<file path="src/rtl/uart_rx.sv">
// 8N1 UART receiver: 2-FF synchronised serial line to parallel byte, LSB first, sampled mid-bit.
// Latency ~2 + (CLOCKS_PER_BIT-1)/2 + 9*CLOCKS_PER_BIT + 1 cycles from start edge; no backpressure, valid/err are single-cycle pulses.
module uart_rx #(
    parameter int CLOCKS_PER_BIT = 1302
) (
    input  logic       i_clk,
    input  logic       i_rst_n,
    input  logic       i_rx_bit,
    output logic       o_rx_data_valid,
    output logic [7:0] o_rx_data,
    output logic       o_rx_active,
    output logic       o_rx_frame_err
);

    localparam int CW = $clog2(CLOCKS_PER_BIT);
    localparam logic [CW-1:0] CNT_MID = CW'((CLOCKS_PER_BIT - 1) / 2);
    localparam logic [CW-1:0] CNT_END = CW'(CLOCKS_PER_BIT - 1);

    typedef enum logic [2:0] {
        IDLE    = 3'd0,
        START   = 3'd1,
        DATA    = 3'd2,
        STOP    = 3'd3,
        CLEANUP = 3'd4
    } state_t;

    state_t        state, state_nxt;
    logic [CW-1:0] clk_cnt, clk_cnt_nxt;
    logic [2:0]    bit_idx, bit_idx_nxt;
    logic [7:0]    shift_reg, shift_nxt;
    logic          data_vld_nxt, frame_err_nxt;
    logic          rx_meta, rx_s;

    always_ff @(posedge i_clk or negedge i_rst_n) begin
        if (!i_rst_n) begin
            rx_meta <= 1'b1;
            rx_s    <= 1'b1;
        end else begin
            rx_meta <= i_rx_bit;
            rx_s    <= rx_meta;
        end
    end

    always_comb begin
        state_nxt     = state;
        bit_idx_nxt   = bit_idx;
        shift_nxt     = shift_reg;
        data_vld_nxt  = 1'b0;
        frame_err_nxt = 1'b0;
        case (state)
            IDLE: begin
                if (!rx_s) state_nxt = START;
            end
            START: begin
                // A line that is high again at mid start bit was only a glitch
                if (clk_cnt == CNT_MID) begin
                    state_nxt   = rx_s ? IDLE : DATA;
                    bit_idx_nxt = 3'd0;
                end
            end
            DATA: begin
                if (clk_cnt == CNT_END) begin
                    shift_nxt[bit_idx] = rx_s;
                    if (bit_idx == 3'd7) state_nxt = STOP;
                    else                 bit_idx_nxt = bit_idx + 3'd1;
                end
            end
            STOP: begin
                if (clk_cnt == CNT_END) begin
                    data_vld_nxt  = rx_s;
                    frame_err_nxt = !rx_s;
                    state_nxt     = CLEANUP;
                end
            end
            CLEANUP: begin
                // Holding here until the line is high keeps a break from re-triggering START
                if (rx_s) state_nxt = IDLE;
            end
            default: state_nxt = IDLE;
        endcase

        if (state_nxt != state || clk_cnt == CNT_END || state == IDLE || state == CLEANUP)
            clk_cnt_nxt = '0;
        else
            clk_cnt_nxt = clk_cnt + 1'b1;
    end

    always_ff @(posedge i_clk or negedge i_rst_n) begin
        if (!i_rst_n) begin
            state           <= IDLE;
            clk_cnt         <= '0;
            bit_idx         <= 3'd0;
            shift_reg       <= 8'h00;
            o_rx_data       <= 8'h00;
            o_rx_data_valid <= 1'b0;
            o_rx_frame_err  <= 1'b0;
        end else begin
            state           <= state_nxt;
            clk_cnt         <= clk_cnt_nxt;
            bit_idx         <= bit_idx_nxt;
            shift_reg       <= shift_nxt;
            o_rx_data_valid <= data_vld_nxt;
            o_rx_frame_err  <= frame_err_nxt;
            if (data_vld_nxt) o_rx_data <= shift_reg;
        end
    end

    assign o_rx_active = (state != IDLE);

endmodule

</file>
<file path="config.mk">
export PLATFORM = sky130hd
export DESIGN_NAME = uart_rx
export DESIGN_NICKNAME = d
export VERILOG_FILES = /design/src/rtl/uart_rx.sv
export SDC_FILE = /design/constraint.sdc
export NUM_CORES = 1
export LEC_CHECK = 0
export ABC_AREA = 0
export BUFFER_PORTS_ARGS = -buffer_cell sky130_fd_sc_hd__buf_4
export CAP_MARGIN = 20
export CORE_MARGIN = 10
export CORE_UTILIZATION = 45
export DETAILED_ROUTE_END_ITERATION = 12
export PLACE_DENSITY = 0.69
export SLEW_MARGIN = 30
export SYNTH_ARGS = -nofsm -noshare
export SYNTH_HDL_FRONTEND = slang
export SYNTH_SLANG_ARGS = --single-unit
</file>
<file path="constraint.sdc">
create_clock -name i_clk -period 2.4 [get_ports i_clk]
set_input_delay 0.12 -clock i_clk [delete_from_list [all_inputs] [get_ports i_clk]]
set_output_delay 0.12 -clock i_clk [all_outputs]
set_load 0.05 [all_outputs]
</file>
[Yosys cells after proc, flatten, opt, wreduce, memory -nomap -nowiden]
Cells that the tools add are included.
Word-level totals
  input bits: 3
  register bits after elaboration: 37
  word-level logic and storage cells: 54
  output and inout port bits: 11
Operators by class
  equal/unequal tests: 11
  order comparisons: 2
  add/sub/neg operators: 2
  reductions and logical operators: 10
  mux-type cells: 20
Operator list (number)
  2-to-1 mux 3 bit: 9
  one-hot mux 3 bit (5 select lines): 1
  adder 11 x 1 -> 11 bit, second input constant: 1
  equality test 11 x 10 -> 1 bit, second input constant: 1
  equality test 11 bit, second input constant: 1
  2-to-1 mux 11 bit: 1
  bitwise mux 8 bit: 1
  equality test 3 x 2 -> 1 bit, second input constant: 2
  equality test 3 bit, second input constant: 2
  inequality test 2 bit, second input constant: 3
  one-hot mux 3 bit (2 select lines): 1
  2-to-1 mux 1 bit: 5
  < comparator 3 x 4 -> 1 bit, second input constant: 1
  AND reduction 4 bit: 1
  adder 3 x 1 -> 3 bit, second input constant: 1
  demux 1 bit (select 3 bit): 1
  equality test 3 x 1 -> 1 bit, second input constant: 1
  >= comparator 3 x 1 -> 1 bit, second input constant: 1
  logical NOT 3 bit: 1
  logical OR 1 bit: 3
  inequality test 3 bit: 1
  nonzero test 3 bit: 1
  2-to-1 mux 2 bit: 1
  AND reduction 2 bit: 1
  other kinds (3): 3

[Logic depth before layout (Yosys ltp)]
Gate-level depths: netlist of the first run.
  depth in word-level cells: 9
  mapped depth: 8
  mapped depth without buffers: 6

[Worst setup path before layout of the first run]
OpenSTA, ideal clock, no wires.
  path type: reg2reg
  start point: reg clk_cnt[0]
  end point: reg clk_cnt[2]
  data required time: 2.329 ns
  setup slack: 0.475 ns
  cell stages (with the launch flop): 8
  path buffers: 2
  clock period less this slack: 1.925 ns
  library setup time: 0.071 ns
  arrival: 1.854 ns
  cell sequence: dfrtp_1 -> ha_1 -> and4b_1 -> buf_6 -> and3_4 -> or4_4 -> buf_6 -> nor2_1
Between the ends
  longest elaborated chain between the ends: 8
  elaborated cells on any way between the ends: 12
  those cells by class: 1 x add/sub; 3 x eq/ne; 5 x mux; 3 x reduce/logical
RTL lines
  start, declared: RTL line 28  | logic [CW-1:0] clk_cnt, clk_cnt_nxt;
  start signal, assigned: RTL line 99  | clk_cnt <= clk_cnt_nxt;
  equality test 11 bit or equality test 11 x 10 -> 1 bit (tied branches)
  2-to-1 mux 3 bit (on tied branches): RTL line 69, 56, 62
  one-hot mux 3 bit (5 select lines): RTL line 50  | case (state)
  inequality test 3 bit: RTL line 82  | if (state_nxt != state || clk_cnt == CNT_END || state == IDLE || state == CLEANUP)
  logical OR 1 bit (3 in series): RTL line 82
  2-to-1 mux 11 bit (*): RTL line 82
  via clk_cnt_nxt[2]: RTL line 28
Mark *: on every way through the listed nets, which the timed path passes. The rest lies on a longest branch.
A chain may end at the register's enable or synchronous reset.

[Final worst setup path of the first run]
  start point: reg clk_cnt[1]
  end point: reg o_rx_data[0]
Between the ends
  longest elaborated chain between the ends: 3
RTL lines
  equality test 11 bit: RTL line 69  | if (clk_cnt == CNT_END) begin
  2-to-1 mux 1 bit: RTL line 69
  2-to-1 mux 1 bit: RTL line 50
  end signal, assigned: RTL line 104  | if (data_vld_nxt) o_rx_data <= shift_reg;
  end, declared: RTL line 10  | output logic [7:0] o_rx_data,
Every way passes these cells.

==> results of run 1 <==
==> cell usage in the layout (no fill, tap or decap), drive strengths merged, types with 3 or more instances in the layout <==
master   n
buf     13
and3     3
nand3    4
inv      6
nand2    7
xor2     8
dfrtp   35
mux2    16
nand4   10
nor4b    3
ha       5
nor2    22
nor3     4
nor4bb   3
clkbuf   5
==> power breakdown <==
part           internal (mW)  switching, mW  leakage, nW
clock network          0.418          0.232       0.0687
logic                0.00519         0.0125        0.408
registers              0.626        0.00346        0.495
==> per-layer routing <==
layer | GRT usage | vias up | part of all wire | routed length [um]
li1 | - | 575 | - | -
met1 | 0.130 | 567 | 0.46 | 1470
met2 | 0.159 | 33 | 0.45 | 1450
met3 | 0.0432 | 9 | 0.062 | 198
met4 | 0.0663 | 0 | 0.028 | 89
met5 | 0 | - | 0 | 0
==> logic make-up (layout without fill, tap and decap cells) <==
logic type	after synthesis	after routing	synth area share
AND/OR/NAND/NOR	67	67	0.222
adder cells (fa/ha/maj)	5	5	0.0356
XOR/XNOR	9	9	0.0449
multiplexers	17	17	0.108
buffers and inverters	11	28	0.0320
flip-flops	37	37	0.528
AO/OA/AOI/OAI	7	7	0.0292
==> cell type report <==
class	instances	area, um^2
well taps	48	60.1
repair buffers	15	118
inverters	5	18.8
flip-flops and latches	37	928
clock inverters	3	68.8
fillers	327	1680
multi-input cells	105	772
clock buffers	5	68.8
==> path summary, 6_finish.rpt <==
check	from	to	slack (ps)	cells past startpoint
max in group asynchronous	i_rst_n	rx_s	1740	2
setup reg to reg	clk_cnt[1]	o_rx_data[0]	380	6
hold / removal	i_rst_n	clk_cnt[10]	320	2
min in group i_clk	rx_meta	rx_s	360	0
hold reg to reg	rx_meta	rx_s	360	0
setup / recovery	clk_cnt[1]	o_rx_data[0]	380	6
==> worst max-delay path, stage by stage, from the launching register on <==
cell,delay (ps)
sky130_fd_sc_hd__dfrtp_1,450
sky130_fd_sc_hd__inv_1,90
sky130_fd_sc_hd__ha_1,140
sky130_fd_sc_hd__and4b_1,320
sky130_fd_sc_hd__and3_4,250
sky130_fd_sc_hd__nand4_2,280
sky130_fd_sc_hd__mux2_2,380
==> per-stage QoR <==
| stage | util | setup WS, ps | hold slack, ps | cells | power (mW) |
|---|---|---|---|---|---|
| final | 0.547 | 375 | 317 | 218 | 1.30 |
| after global routing | 0.547 | 208 | 352 | 218 | 1.35 |
| after CTS | 0.547 | 377 | 323 | 218 | 1.31 |
| after detailed placement | 0.505 | 395 | 108 | 208 | 0.658 |
| after global placement | 0.505 | 467 | 97.6 | 208 | 0.657 |
| after floorplan | - | 475 | -176 | 153 | 0.642 |
==> repair_timing <==
action,4_1_cts,5_1_grt
hold buffers,2,0
buffers inserted,0,0
hold endpoints to repair,36,0
==> results.py, run 1 <==
metrics = {
    "final_layout": {
        "final_cell_area_um2": 2030,
        "flow.area_growth_from_synthesis_pct": 15.8,
        "n_antenna_cell": 0,
        "nNetsFinal": 177,
        "largest_register_ff_count": 11,
        "layout-drive-gt1-share": 0.253,
    },
    "logic_synthesis": {
        "synth_area_leader_cell": "sky130_fd_sc_hd__dfrtp_1",
        "postSynthCellCount": 153,
        "synth_warnings": 0,
        "synth.most_common_cell": "sky130_fd_sc_hd__dfrtp_1",
        "mappedNetlistArea_um2": 1760,
        "syn-num-nets": 161,
        "synth_top_cells_by_area": "sky130_fd_sc_hd__dfrtp_1 50%, sky130_fd_sc_hd__mux2_2 10%, sky130_fd_sc_hd__nor2_1 4.7%, sky130_fd_sc_hd__xor2_1 4.0%, sky130_fd_sc_hd__ha_1 3.6%",
        "ys_dominant_reg_cell": "sky130_fd_sc_hd__dfrtp_1",
        "yosys.area.top_type_share": 0.499,
        "synth.yosys.seq_area_share": 0.528,
        "yosys_register_bits": 37,
        "yosysUniqueCellTypes": 36,
        "synth_edf_count": 0,
        "netlist_top_cells_count": "35 x sky130_fd_sc_hd__dfrtp_1, 22 x sky130_fd_sc_hd__nor2_1, 16 x sky130_fd_sc_hd__mux2_2",
        "asyncSetResetFlopFracSynth": 1.00,
        "synth_area_per_cell_um2": 11.5,
    },
    "clocking": {
        "htree_num_levels": 2,
        "ctsRootBufferMaster": "sky130_fd_sc_hd__clkbuf_8",
        "clock_sink_count": 37,
        "clock_tree_from_tritoncts": "yes",
        "numCtsBuffers": 5,
        "worst_path_clk_slew_ps": 70,
        "post_cts_resized": 0,
        "cts_max_path_buffers": 2,
        "worst_skew_pair.late_latency_ps": 300,
    },
    "floorplanning": {
        "die_w_um": 82.5,
        "floorplan.rows": 22,
        "core_area_um2": 3720,
        "starting_density_of_the_core": 0.473,
        "die_h_um": 82.5,
        "ioPinCount": 14,
        "design.die.area_um2": 6800,
    },
    "critical_path": {
        "path_max_fanout": 9,
        "worst-endpoint-required_ps": 2580,
        "arrival_ps": 2210,
        "critPathCaptureType": "flop",
        "timing.critical_path.from_type": "flop",
        "critPathKind": "flop to flop",
    },
    "global_route": {
        "antenna_found_initial": 0,
        "vias_in_the_first_global_route": 1163,
        "grt_start_max_net_pins": 38,
        "globalRouteTotalUtil": 0.108,
        "overflow": 0,
        "grt_first_pass_wirelength_um": 5590,
    },
    "power_and_ir_drop": {
        "power_density_normalized_to_cell_area_nw_per_um2": 638,
        "worst_ir_drop_vdd_uv": 416,
        "leakage_nw": 0.972,
    },
    "worst_hold_path": {
        "timing.hold.worst.class": "input pin to asynchronous set/reset pin",
    },
    "detailed_routing": {
        "vias_per_cell": 5.43,
        "wire_per_inst_um": 14.7,
        "ant_nets": 0,
        "first_iter_violations": 132,
        "drt-total-wl_um": 3210,
        "post-route-drc-count": 0,
        "detail_route.first_pass.iterations": 4,
        "via_count": 1184,
    },
    "timing": {
        "timing_worst_slew_pin_value_ps": 452,
        "final_worst_clock_skew_ps": 6.14,
        "post-route-period-util": 0.844,
        "tns_ps": 0,
        "timing.final.setup_violations": 0,
        "rsz0062_at_grt": "no",
        "maxSlewHeadroom": 0.699,
        "max_freq_mhz": 494,
        "period_minus_slack_ps": 2020,
        "final-max-slew-violation-count": 0,
        "hold_viol": 0,
    },
    "place": {
        "placed_area_um2": 1880,
        "routabilityCongestion": 0.836,
        "place.detailed.hpwl_um": 2240,
        "port_buffers": 13,
    },
    "flow_run": {
        "max_cap_violations": 0,
    },
    "run_status": {
        "run_status": "complete, no violations",
    },
}
Power figures use the tool's default switching activity.
==> run 2: changes to the inputs <==
--- a/config.mk
+++ b/config.mk
@@ -11,7 +11,7 @@
 export CORE_MARGIN = 10
 export CORE_UTILIZATION = 45
 export DETAILED_ROUTE_END_ITERATION = 12
-export PLACE_DENSITY = 0.69
+export PLACE_DENSITY = 0.71
 export SLEW_MARGIN = 30
 export SYNTH_ARGS = -nofsm -noshare
 export SYNTH_HDL_FRONTEND = slang
==> constraint.sdc (replaced) <==
create_clock -name i_clk -period 1.85 [get_ports i_clk]
set_input_delay 0.0925 -clock i_clk [delete_from_list [all_inputs] [get_ports i_clk]]
set_output_delay 0.0925 -clock i_clk [all_outputs]
set_load 0.05 [all_outputs]
==> run 2 against run 1 <==
Net effect: combinational power grew 29%; count of clock-buffer cells in the layout grew 2; worst hold slack lost 15 ps; non-clock buffer count grew 10; clock power grew 8.4%; global-route usage grew 0.18 points; total power grew 19%; largest power group is now sequential cells.
==> results.py, run 2 (synthesized netlist as in run 1, its figures left out) <==
metrics = {
    "run_status": {
        "run_status": "complete, no violations",
    },
    "detailed_routing": {
        "vias_per_cell": 5.50,
        "wire_per_inst_um": 15.7,
        "detail_route.first_pass.iterations": 4,
        "ant_nets": 0,
        "drt-total-wl_um": 3590,
        "via_count": 1259,
        "first_iter_violations": 154,
        "post-route-drc-count": 0,
    },
    "power_and_ir_drop": {
        "worst_ir_drop_vdd_uv": 391,
        "leakage_nw": 1.01,
        "power_density_normalized_to_cell_area_nw_per_um2": 719,
    },
    "timing": {
        "postLayoutSetupSlackWorst_ps": 8.32,
        "final-max-slew-violation-count": 0,
        "rsz0062_at_grt": "yes",
        "timing.final.setup_violations": 0,
        "worst_hold_slack_ps": 302,
        "period_minus_slack_ps": 1840,
        "timing_worst_slew_pin_value_ps": 448,
        "final_worst_clock_skew_ps": 9.12,
        "hold_viol": 0,
        "maxSlewHeadroom": 0.702,
        "post-route-period-util": 0.996,
        "max_freq_mhz": 543,
    },
    "final_layout": {
        "largest_register_ff_count": 11,
        "n_antenna_cell": 0,
        "layout_commonest_cell": "sky130_fd_sc_hd__dfrtp_1",
        "n_fill_cell": 306,
        "flow.area_growth_from_synthesis_pct": 22.4,
        "layout-drive-gt1-share": 0.320,
        "fin_cells": 229,
        "finalCoreUtilization": 0.579,
        "most_frequent_cells_in_the_layout": "34 x sky130_fd_sc_hd__dfrtp_1, 22 x sky130_fd_sc_hd__buf_4, 21 x sky130_fd_sc_hd__nor2_1",
        "nNetsFinal": 188,
    },
    "global_route": {
        "grt_first_pass_wirelength_um": 5800,
        "globalRouteTotalUtil": 0.110,
        "antenna_found_initial": 0,
        "vias_in_the_first_global_route": 1246,
        "grt_start_max_net_pins": 38,
        "overflow": 0,
    },
    "floorplanning": {
        "floorplan.rows": 22,
        "core_area_um2": 3720,
        "die_h_um": 82.5,
        "die_w_um": 82.5,
        "design.die.area_um2": 6800,
        "starting_density_of_the_core": 0.473,
        "ioPinCount": 14,
    },
    "clocking": {
        "worst_path_clk_slew_ps": 70,
        "cts_max_path_buffers": 2,
        "worst_skew_pair.late_latency_ps": 280,
        "htree_num_levels": 2,
        "numCtsBuffers": 5,
        "ctsRootBufferMaster": "sky130_fd_sc_hd__clkbuf_8",
        "clock_tree_from_tritoncts": "yes",
        "clock_sink_count": 37,
    },
    "critical_path": {
        "critPathCaptureType": "flop",
        "critPathKind": "flop to flop",
        "worst-endpoint-required_ps": 2020,
        "path_max_fanout": 5,
        "timing.critical_path.from_type": "flop",
        "arrival_ps": 2010,
    },
    "place": {
        "routabilityCongestion": 0.874,
        "dp_worst_setup_slack_ps": -10.7,
        "post-place-cells": 217,
        "place.detailed.hpwl_um": 2420,
        "port_buffers": 13,
    },
    "flow_run": {
        "max_cap_violations": 0,
    },
    "worst_hold_path": {
        "timing.hold.worst.class": "input pin to asynchronous set/reset pin",
    },
}
run 2: cell types whose count changed in the layout (fill, tap and decap cells not counted), moves of 2 or more:
cell and delta:
sky130_fd_sc_hd__nor3_1 -2, sky130_fd_sc_hd__buf_4 +9, sky130_fd_sc_hd__nor3_2 +2, sky130_fd_sc_hd__mux2_4 +6, sky130_fd_sc_hd__mux2_2 -6
run 2: power by group:
part           internal [mW]  switching, mW  leakage [nW]
sequential             0.813        0.00519         0.494
clock                  0.439          0.267        0.0585
combinational        0.00700         0.0159         0.462
run 2: area by class of cell:
type	count	area [um^2]	area share
tap	48	60.1	0.0279
sequential	37	930	0.432
timing repair buffer	25	196	0.0913
clock inverter	1	30.0	0.0140
clock buffer	7	86.3	0.0401
inverter	5	18.8	0.00873
multi-input combinational	106	830	0.386
run 2: worst paths after layout:
check | from | to | slack [ps] | cells after the start
setup / recovery | clk_cnt[1] | shift_reg[3] | 8 | 7
hold / removal | i_rst_n | clk_cnt[9] | 300 | 2
setup reg to reg | clk_cnt[1] | shift_reg[3] | 8 | 7
hold reg to reg | rx_meta | rx_s | 360 | 0
max in group asynchronous | i_rst_n | rx_s | 1200 | 2
min in group i_clk | rx_meta | rx_s | 360 | 0
run 2: stage by stage:
stage	TNS, ps	total power, mW	instance area [um^2]
4_1_cts	0	1.56	2100
3_3_place_gp	0	0.853	1950
6_report	0	1.55	2150
5_1_grt	-561	1.61	2150
3_5_place_dp	-10.7	0.853	1950
2_1_floorplan	0	0.833	1760
run 2: repair_timing:
action | 4_1_cts | 5_1_grt
cloned | 0 | 1
hold buffers | 2 | 0
hold endpoints to repair | 36 | 0
setup endpoints to repair | 12 | 18
pin swaps | 3 | 6
resized for setup | 3 | 10
setup buffers | 0 | 1
run 2: worst max-delay path, stage by stage (launching register included):
cell and delay [ps]:
sky130_fd_sc_hd__dfrtp_1 400, sky130_fd_sc_hd__inv_1 70, sky130_fd_sc_hd__ha_2 160, sky130_fd_sc_hd__and4b_1 230, sky130_fd_sc_hd__buf_6 120, sky130_fd_sc_hd__nand4_1 200
sky130_fd_sc_hd__nor2_1 200, sky130_fd_sc_hd__mux2_2 350
run 2: layer usage:
metal	GRT usage	share of wire	vias up
met5	0	0	-
met4	0.0527	0.015	0
met3	0.0378	0.050	4
met2	0.178	0.49	28
met1	0.128	0.44	627
li1	-	-	600
==> run 3: changes to the inputs <==
--- a/config.mk
+++ b/config.mk
@@ -8,6 +8,7 @@
 export ABC_AREA = 0
 export BUFFER_PORTS_ARGS = -buffer_cell sky130_fd_sc_hd__buf_4
 export CAP_MARGIN = 20
+export CORE_ASPECT_RATIO = 0.7
 export CORE_MARGIN = 10
 export CORE_UTILIZATION = 45
 export DETAILED_ROUTE_END_ITERATION = 12
==> run 3 against run 2 <==
Net effect: the run now ends with negative setup slack left; sequential power shrank 0.5%; register-to-register slack is essentially flat; critical path depth is 2 lower; count of clock-buffer cells in the layout shrank 2; setup slack lost 8.6 ps.
==> results.py, run 3 (synthesized netlist as in run 1, its figures left out) <==
metrics = {
    "detailed_routing": {
        "first_iter_violations": 98,
        "via_count": 1235,
        "drt-total-wl_um": 3370,
        "vias_per_cell": 5.32,
        "wire_per_inst_um": 14.5,
        "ant_nets": 0,
        "detail_route.first_pass.iterations": 4,
        "post-route-drc-count": 0,
    },
    "worst_hold_path": {
        "timing.hold.worst.class": "input pin to asynchronous set/reset pin",
    },
    "timing": {
        "final_worst_clock_skew_ps": 6.15,
        "post-route-period-util": 1.00,
        "maxSlewHeadroom": 0.702,
        "hold_viol": 0,
        "final-max-slew-violation-count": 0,
        "postLayoutSetupSlackWorst_ps": -0.260,
        "timing.final.setup_violations": 1,
        "timing_worst_slew_pin_value_ps": 441,
        "max_freq_mhz": 540,
        "rsz0062_at_grt": "yes",
        "period_minus_slack_ps": 1850,
    },
    "floorplanning": {
        "ioPinCount": 14,
        "design.die.area_um2": 6840,
        "die_h_um": 72.3,
        "core_area_um2": 3650,
        "die_w_um": 94.7,
        "starting_density_of_the_core": 0.481,
        "floorplan.rows": 18,
    },
    "clocking": {
        "clock_sink_count": 37,
        "clock_tree_from_tritoncts": "yes",
        "htree_num_levels": 2,
        "numCtsBuffers": 5,
        "worst_skew_pair.late_latency_ps": 290,
        "ctsRootBufferMaster": "sky130_fd_sc_hd__clkbuf_8",
        "cts_max_path_buffers": 2,
        "worst_path_clk_slew_ps": 70,
    },
    "power_and_ir_drop": {
        "leakage_nw": 0.992,
        "worst_ir_drop_vdd_uv": 403,
        "power_density_normalized_to_cell_area_nw_per_um2": 661,
    },
    "final_layout": {
        "n_fill_cell": 307,
        "layout_commonest_cell": "sky130_fd_sc_hd__dfrtp_1",
        "nNetsFinal": 189,
        "n_antenna_cell": 0,
        "largest_register_ff_count": 11,
        "layout-drive-gt1-share": 0.324,
        "finalCoreUtilization": 0.576,
        "most_frequent_cells_in_the_layout": "35 x sky130_fd_sc_hd__dfrtp_1, 24 x sky130_fd_sc_hd__buf_4, 20 x sky130_fd_sc_hd__nor2_1",
        "flow.area_growth_from_synthesis_pct": 19.6,
    },
    "critical_path": {
        "critPathKind": "flop to flop",
        "timing.critical_path.from_type": "flop",
        "reg_to_reg_start": "clk_cnt[0]",
        "reg2reg_setup_slack_ps": -0.3,
        "arrival_ps": 2070,
        "path_max_fanout": 6,
        "worst-endpoint-required_ps": 2070,
        "cells_on_worst_reg2reg_path": 5,
        "reg2reg_to": "clk_cnt[2]",
        "critPathCaptureType": "flop",
    },
    "global_route": {
        "vias_in_the_first_global_route": 1198,
        "grt_first_pass_wirelength_um": 5690,
        "grt_start_max_net_pins": 38,
        "overflow": 0,
        "globalRouteTotalUtil": 0.104,
        "antenna_found_initial": 0,
    },
    "run_status": {
        "violations_in_the_final_reports": "negative setup slack",
        "run_status": "complete, but fails checks",
    },
    "place": {
        "dp_worst_setup_slack_ps": -35.8,
        "routabilityCongestion": 0.840,
        "port_buffers": 13,
        "place.detailed.hpwl_um": 2290,
    },
    "flow_run": {
        "max_cap_violations": 0,
    },
}
## run 3: cell count changes in the layout (fill, tap and decap cells not counted), moves of 2 or more
cell	previous run	this run
sky130_fd_sc_hd__mux2_4	6	0
sky130_fd_sc_hd__buf_4	22	24
sky130_fd_sc_hd__mux2_2	10	16
sky130_fd_sc_hd__clkinv_2	0	2
## run 3: worst max path at each step
stage / start / end / slack, ps / cells past startpoint
after floorplan: clk_cnt[1] / clk_cnt[2] / 20 / 8
after global placement: clk_cnt[0] / clk_cnt[5] / 30 / 6
after detailed placement: clk_cnt[1] / o_rx_data[6] / -40 / 6
after CTS: clk_cnt[1] / clk_cnt[1] / -6 / 6
after global routing: clk_cnt[0] / clk_cnt[2] / -60 / 5
final: clk_cnt[0] / clk_cnt[2] / -0.3 / 5
## run 3: worst max-delay path, cell delays in order, from the launching register on
cell and delay, ps:
sky130_fd_sc_hd__dfrtp_1 420, sky130_fd_sc_hd__ha_2 180, sky130_fd_sc_hd__and4b_1 220, sky130_fd_sc_hd__and3_4 220
sky130_fd_sc_hd__or4_4 600, sky130_fd_sc_hd__nor2_1 140
## run 3: metrics by stage
step / power [mW] / instance area [um^2] / hold WS [ps] / std cells / setup TNS [ps]
floorplan: 0.833 / 1760 / -203 / 153 / 0
global placement: 0.855 / 1960 / 72.9 / 220 / 0
CTS: 1.41 / 2070 / 306 / 230 / -5.66
detailed placement: 0.855 / 1960 / 77.1 / 220 / -225
finish: 1.39 / 2100 / 298 / 232 / -0.260
global route: 1.45 / 2100 / 347 / 232 / -345
## run 3: final cells by class
cell class	count	area, um^2	share of cell area
clock buffer	5	68.8	0.0328
clock inverter	3	17.5	0.00834
sequential	37	928	0.442
inverter	5	18.8	0.00893
timing repair buffer	26	200	0.0953
multi-input combinational	106	805	0.383
tap	50	62.6	0.0298
## run 3: metal layers
metal / track usage / routed length [um]
met1: 0.144 / 1680
met2: 0.142 / 1420
met3: 0.0411 / 232
met4: 0.0397 / 38
met5: 0 / 0
## run 3: timing repair
item | in CTS | in global routing
pin swaps | 2 | 2
cloned | 0 | 1
endpoints found under the hold margin | 36 | 0
buffers inserted | 0 | 1
gates resized for setup | 1 | 4
hold buffers | 2 | 0
endpoints found under the setup margin | 12 | 19
## run 3: where the power goes
part | switching (mW) | internal, mW
Combinational | 0.0197 | 0.00820
Sequential | 0.00190 | 0.812
Clock | 0.288 | 0.260
Total | 0.309 | 1.08
